### config.mk
export PLATFORM = sky130hd
export DESIGN_NAME = fft_tw4_mul
export DESIGN_NICKNAME = d
export VERILOG_FILES = /design/src/rtl/fft_pkg.sv /design/src/rtl/fft_cmul.sv /design/src/rtl/fft_tw4_mul.sv
export SDC_FILE = /design/constraint.sdc
export NUM_CORES = 1
export LEC_CHECK = 0
export BUFFER_PORTS_ARGS = -buffer_cell sky130_fd_sc_hd__buf_4
export CAP_MARGIN = 25
export CORE_ASPECT_RATIO = 0.8
export CORE_MARGIN = 10
export CORE_UTILIZATION = 50
export DETAILED_ROUTE_END_ITERATION = 12
export GPL_ROUTABILITY_DRIVEN = 0
export HOLD_SLACK_MARGIN = 0.12
export MAX_ROUTING_LAYER = met4
export PLACE_DENSITY = 0.76
export SETUP_SLACK_MARGIN = 0.02
export SYNTH_ARGS = -nofsm -noshare
export SYNTH_HDL_FRONTEND = slang
export SYNTH_HIERARCHICAL = 1
export SYNTH_SLANG_ARGS = --single-unit
### constraint.sdc
create_clock -name clk -period 11.6 [get_ports clk]
set_input_delay 2.32 -clock clk [delete_from_list [all_inputs] [get_ports clk]]
set_output_delay 2.32 -clock clk [all_outputs]
set_load 0.005 [all_outputs]
### src/rtl/fft_pkg.sv
`default_nettype none
// ============================================================================
// fft_pkg : shared FFT widths, sample/twiddle types and S3 round/saturate.
// Macro FFT_TW_SAT_EN selects clamping (defined) or two's-complement wrap.
// Rev 1.0
// ============================================================================
package fft_pkg;

   localparam int DW      = 9;
   localparam int TW_W    = 10;
   localparam int TW_FRAC = 8;
   localparam int PW      = DW + TW_W;
   localparam int SW      = PW + 1;
   localparam int RW      = SW + 1;

   localparam logic signed [DW-1:0] S_MAX = {1'b0, {(DW-1){1'b1}}};
   localparam logic signed [DW-1:0] S_MIN = {1'b1, {(DW-1){1'b0}}};

   typedef struct packed {
      logic signed [DW-1:0] re;
      logic signed [DW-1:0] im;
   } cplx_t;

   typedef struct packed {
      logic signed [TW_W-1:0] re;
      logic signed [TW_W-1:0] im;
   } tw_t;

   // Extra guard bit keeps the rounding add from overflowing before the shift.
   function automatic logic signed [DW-1:0] sat_round(input logic signed [SW-1:0] s);
      logic signed [RW-1:0] t;
      t = (RW'(s) + RW'(2 ** (TW_FRAC - 1))) >>> TW_FRAC;
`ifdef FFT_TW_SAT_EN
      if (t > RW'(S_MAX))
         return S_MAX;
      else if (t < RW'(S_MIN))
         return S_MIN;
      else
         return t[DW-1:0];
`else
      return t[DW-1:0];
`endif
   endfunction

endpackage
`default_nettype wire

### src/rtl/fft_cmul.sv
`default_nettype none
// ============================================================================
// fft_cmul : two-stage complex multiply (products, then add/sub + round/sat).
// Rounding/saturation behaviour follows FFT_TW_SAT_EN via fft_pkg::sat_round.
// Rev 1.0
// ============================================================================
module fft_cmul
   import fft_pkg::*;
(
   input  logic                   clk,
   input  logic                   rst,
   input  logic                   i_en,
   input  logic                   i_valid,
   input  logic signed [DW-1:0]   i_x_re,
   input  logic signed [DW-1:0]   i_x_im,
   input  logic signed [TW_W-1:0] i_w_re,
   input  logic signed [TW_W-1:0] i_w_im,
   input  logic [1:0]             i_idx,
   output logic                   o_valid,
   output logic signed [DW-1:0]   o_y_re,
   output logic signed [DW-1:0]   o_y_im,
   output logic [1:0]             o_idx
);

   logic signed [PW-1:0] rr_q, ii_q, ri_q, ir_q;
   logic signed [PW-1:0] rr_d, ii_d, ri_d, ir_d;
   logic [1:0]           idx2_q, idx2_d, idx3_q, idx3_d;
   logic                 v2_q, v2_d, v3_q, v3_d;
   cplx_t                y_q, y_d;
   logic signed [SW-1:0] w_sr, w_si;

   assign w_sr = SW'(rr_q) - SW'(ii_q);
   assign w_si = SW'(ri_q) + SW'(ir_q);

   always_comb begin
      rr_d   = rr_q;
      ii_d   = ii_q;
      ri_d   = ri_q;
      ir_d   = ir_q;
      idx2_d = idx2_q;
      v2_d   = v2_q;
      y_d    = y_q;
      idx3_d = idx3_q;
      v3_d   = v3_q;
      if (i_en) begin
         rr_d   = PW'(i_x_re) * PW'(i_w_re);
         ii_d   = PW'(i_x_im) * PW'(i_w_im);
         ri_d   = PW'(i_x_re) * PW'(i_w_im);
         ir_d   = PW'(i_x_im) * PW'(i_w_re);
         idx2_d = i_idx;
         v2_d   = i_valid;
         y_d.re = sat_round(w_sr);
         y_d.im = sat_round(w_si);
         idx3_d = idx2_q;
         v3_d   = v2_q;
      end
   end

   always_ff @(posedge clk or posedge rst) begin
      if (rst) begin
         rr_q   <= '0;
         ii_q   <= '0;
         ri_q   <= '0;
         ir_q   <= '0;
         idx2_q <= '0;
         v2_q   <= 1'b0;
         y_q    <= '0;
         idx3_q <= '0;
         v3_q   <= 1'b0;
      end else begin
         rr_q   <= rr_d;
         ii_q   <= ii_d;
         ri_q   <= ri_d;
         ir_q   <= ir_d;
         idx2_q <= idx2_d;
         v2_q   <= v2_d;
         y_q    <= y_d;
         idx3_q <= idx3_d;
         v3_q   <= v3_d;
      end
   end

   assign o_valid = v3_q;
   assign o_y_re  = y_q.re;
   assign o_y_im  = y_q.im;
   assign o_idx   = idx3_q;

endmodule
`default_nettype wire

### src/rtl/fft_tw4_mul.sv
`default_nettype none
// ============================================================================
// fft_tw4_mul : frame counter / twiddle ROM addressing + 3-stage x*W pipeline.
// Optional clamping via macro FFT_TW_SAT_EN (wrap when undefined). Rev 1.0
// ============================================================================
module fft_tw4_mul
   import fft_pkg::*;
(
   input  logic                   clk,
   input  logic                   rst,
   input  logic                   in_valid,
   output logic                   in_ready,
   input  logic                   in_first,
   input  logic signed [DW-1:0]   in_re,
   input  logic signed [DW-1:0]   in_im,
   output logic [1:0]             tw_addr,
   input  logic signed [TW_W-1:0] tw_re,
   input  logic signed [TW_W-1:0] tw_im,
   output logic                   out_valid,
   input  logic                   out_ready,
   output logic signed [DW-1:0]   out_re,
   output logic signed [DW-1:0]   out_im,
   output logic [1:0]             out_idx
);

   logic       adv, acc;
   logic [1:0] cnt_q, cnt_d;
   cplx_t      x1_q, x1_d;
   tw_t        w1_q, w1_d;
   logic [1:0] idx1_q, idx1_d;
   logic       v1_q, v1_d;

   // One enable for the whole pipe: a stalled output freezes every stage.
   assign adv      = !out_valid || out_ready;
   assign in_ready = adv;
   assign acc      = in_valid && adv;
   assign tw_addr  = in_first ? 2'd0 : cnt_q;

   always_comb begin
      cnt_d  = cnt_q;
      x1_d   = x1_q;
      w1_d   = w1_q;
      idx1_d = idx1_q;
      v1_d   = v1_q;
      if (acc)
         cnt_d = tw_addr + 2'd1;
      if (adv) begin
         x1_d.re = in_re;
         x1_d.im = in_im;
         w1_d.re = tw_re;
         w1_d.im = tw_im;
         idx1_d  = tw_addr;
         v1_d    = acc;
      end
   end

   always_ff @(posedge clk or posedge rst) begin
      if (rst) begin
         cnt_q  <= '0;
         x1_q   <= '0;
         w1_q   <= '0;
         idx1_q <= '0;
         v1_q   <= 1'b0;
      end else begin
         cnt_q  <= cnt_d;
         x1_q   <= x1_d;
         w1_q   <= w1_d;
         idx1_q <= idx1_d;
         v1_q   <= v1_d;
      end
   end

   fft_cmul u_cmul (
      .clk     (clk),
      .rst     (rst),
      .i_en    (adv),
      .i_valid (v1_q),
      .i_x_re  (x1_q.re),
      .i_x_im  (x1_q.im),
      .i_w_re  (w1_q.re),
      .i_w_im  (w1_q.im),
      .i_idx   (idx1_q),
      .o_valid (out_valid),
      .o_y_re  (out_re),
      .o_y_im  (out_im),
      .o_idx   (out_idx)
   );

endmodule
`default_nettype wire

==> impl_results.md <==
- Final Skew: slightly above 0.01 ns
- Filler cell count: approximately 3100
- DPL Wire Length: between 30000 and 40000 um
- Placed inst area: 19590 um2
- Distinct cells, synth: 69
- H-tree Lvls: 4
- Register bit total from synthesis: approximately 140
- Starting density of the core: between 50% and 60%
- Layout cell share with drive strength beyond 1: between 10% and 20%
- F_max: 184.6 MHz
- Final antenna-violating net count: 0
- Final setup fails: 0
- Final instance area: between 20000 and 25000 um2
- Worst-Margin Slew: 0.9527 ns
- Post-Synthesis Cell Area: between 15000 and 20000 um2
- Setup TNS: 0 ns
- DR pass1 iterations: 5
- Relative slew slack: 36.49%
- Max Used Layer: met4
- Met2 wire len: roughly 21000 um
- FFs w/ async S/R, synth: between 90% and 100%
- Remaining Overflow, GRT: 0
- Worst setup margin: ~6.2 ns
- Cell Count, Final, Fillers Out: 2406
- Core area: between 30000 and 40000 um2
- Initial antenna violation count: 0
- CP Cell Sequence: nand2_1 > fa_1 > inv_1 > fa_1 > ha_1 > inv_1 > fa_1 > inv_1 > ha_1 > ha_1 > fa_1 > a21o_1 > a21oi_2 > o21ai_0 > a2111oi_1 > nor3_1 > nand3b_1
- DR WL met3: ~2100 um
- Die Area: 45550 um2
- Post-Syn Area per Cell: around 9.9 um2
- Setup Buffers After CTS: 0
- Final Hold Fails: 0
- Number of synthesis warnings: 6
- MaxCap Viol Count: 0
- Cells after DPL: about 2400
- Rows: 63
- Crit path time final: around 5.4 ns
- Post-synth top area cell: fa_1
- Avg WL per Cell: roughly 18 um
- Largest net degree at the start of global routing: just over 80
- Most used cell, CP: fa_1
- CTS Buf Count: 17
- Sequential fraction of the synthesis area: between 10% and 20%
- RSZ-0062 raised after global routing: false
- Final period util: between 40 and 50%
- Clk slew on worst S/H paths: 0.06 ns
- Pre-CTS WS: ~6.2 ns
- Clk_lat worst skew: roughly 0.46 ns
- Max-slew violations: 0
- Mapped Nets: 2402
- Area growth, synth to finish: 7.990%
- Critical path required time: 11.93 ns
- Nets: ~2400
- Routed WL: between 40000 and 50000 um
- Syn Inst Count: about 1900
- Boundary Pins: 67
- Slowest CP cell: dfrtp_1
- Vias: 13100
- Die Height: roughly 190 um
- Critical path class: flip-flop to flip-flop
- Drt drc: 0
- Clock Path Buffers: 2
- Primary FF master, synth: dfrtp_1
- Hold-fix buffers, CTS: 0
- Port Buffers: 66
- Hold crit path type: flip-flop to flip-flop
- Status: finished, final reports clean
- Met1 wire length: between 15000 and 20000 um
- Worst EP arrival: approximately 5.8 ns
- Post-CTS Resized: 0
- Vias per inst: around 5.4
- Crit-path max FO: 21
- Clk root buf: clkbuf_16
- N_diodes: 0
- Vias in the first global route: ~14000
- Clk sinks: 135
- DRT iter0 DRCs: 728
- Setup slack, reg-to-reg: just over 6 ns
- Global-route wire length before repair: a little over 70000 um
- Most common cell after layout, fill and taps aside: inv_1
- Slowest Stage Delay on Critical Path: ~0.86 ns
- Gr usage total: 20.17%
- CP Capture Type: flip-flop
- Synth top area cells: fa_1 (30%), dfrtp_1 (18%), ha_1 (13%)
- Post-synth top area share: 30.00%
- Most frequent cells in the layout: inv_1 (327), fa_1 (280), nand2_1 (222)
- Crit start category: flip-flop
- CTS tree: built
- Die X: ~240 um
- Post-synth EDFFs: 0
stage by stage:
step / hold WS [ns] / util (%)
after floorplan: 0.4587 / -
after global placement: 0.4753 / 52.98
after detailed placement: 0.4868 / 52.98
after CTS: 0.5025 / 54.50
after global routing: 0.5164 / 54.57
final: 0.4925 / 54.57
path summary, 6_finish.rpt:
check | start | end | depth (start not counted)
max | x1_q[0] | u_cmul/ii_q[15] | 17
min | u_cmul/o_y_im[3] | u_cmul/o_y_im[3] | 1
max reg2reg | x1_q[0] | u_cmul/ii_q[15] | 17
min reg2reg | u_cmul/o_y_im[3] | u_cmul/o_y_im[3] | 1
max in group asynchronous | rst | u_cmul/o_valid | 3
min in group asynchronous | rst | u_cmul/idx2_q[1] | 2
flip-flops by register name, summed over array words and instances (netlist names), 2 cells and up:
register,flops
u_cmul/rr_q,17
u_cmul/o_y_re,9
u_cmul/o_y_im,9
u_cmul/idx2_q,2
cnt_q,2
u_cmul/ri_q,17
x1_q,18
u_cmul/ir_q,17
w1_q,20
u_cmul/ii_q,17
idx1_q,2
u_cmul/o_idx,2
area by class of cell:
class	instances	area [um2]	share of cell area, %
clock inverter	12	128.9	0.6388
multi-input combinational	1339	13730	68.07
timing repair buffer	84	650.6	3.225
clock buffer	19	432.9	2.146
tap	487	609.3	3.020
sequential	135	3378	16.74
inverter	330	1241	6.152
cell usage after synthesis, types with 2 or more instances:
cell type / n
inv_1: 329
fa_1: 280
nand2_1: 222
ha_1: 198
and2_1: 135
dfrtp_1: 135
clkbuf_1: 62
xnor2_1: 61
mux2_2: 54
o21ai_0: 37
mux2_4: 36
nor2_1: 35
a21oi_1: 32
nor2b_1: 31
nand3_1: 22
nand2b_1: 17
nor3_1: 17
a21o_1: 16
xor2_1: 13
a211oi_1: 12
o21a_1: 12
o21ai_1: 9
a31oi_1: 8
o21bai_1: 8
buf_1: 6
a211o_1: 5
buf_6: 5
nand4_1: 5
o2bb2ai_1: 5
and3_1: 4
buf_2: 4
nand3b_1: 4
nor4_1: 4
o2111ai_1: 4
o211ai_1: 4
or3_1: 4
a2111oi_2: 3
a21boi_0: 3
a221oi_1: 3
a311oi_2: 3
a21oi_2: 2
a22oi_1: 2
o211a_1: 2
o31ai_1: 2
or3b_1: 2
cells by family (layout without fill, tap and decap cells):
kind of cell / Yosys count / after routing / synth area share, %
multiplexers: 91 / 91 / 6.201
AND/OR/NAND/NOR: 507 / 507 / 13.41
adder cells (fa/ha/maj): 478 / 478 / 43.26
XOR/XNOR: 74 / 74 / 3.469
flip-flops: 135 / 135 / 18.08
AO/OA/AOI/OAI: 189 / 189 / 7.166
buffers and inverters: 407 / 445 / 8.405
metal layers:
metal	vias to the layer above	track usage, %
li1	5988	-
met1	6699	24.46
met2	356	34.50
met3	57	3.372
met4	0	5.439
met5	-	-
critical path, delay by kind of cell, from the launching register on:
family                   cells  cell delay, ns
adder cells (fa/ha/maj)      7            2.81
AO/OA/AOI/OAI                4            0.98
flip-flops                   1            0.86
AND/OR/NAND/NOR              3            0.48
buffers and inverters        3            0.15
Power is left out: the tool's default activity adds up to more than one toggle a clock period on the data nets, which glitch-free logic cannot reach.
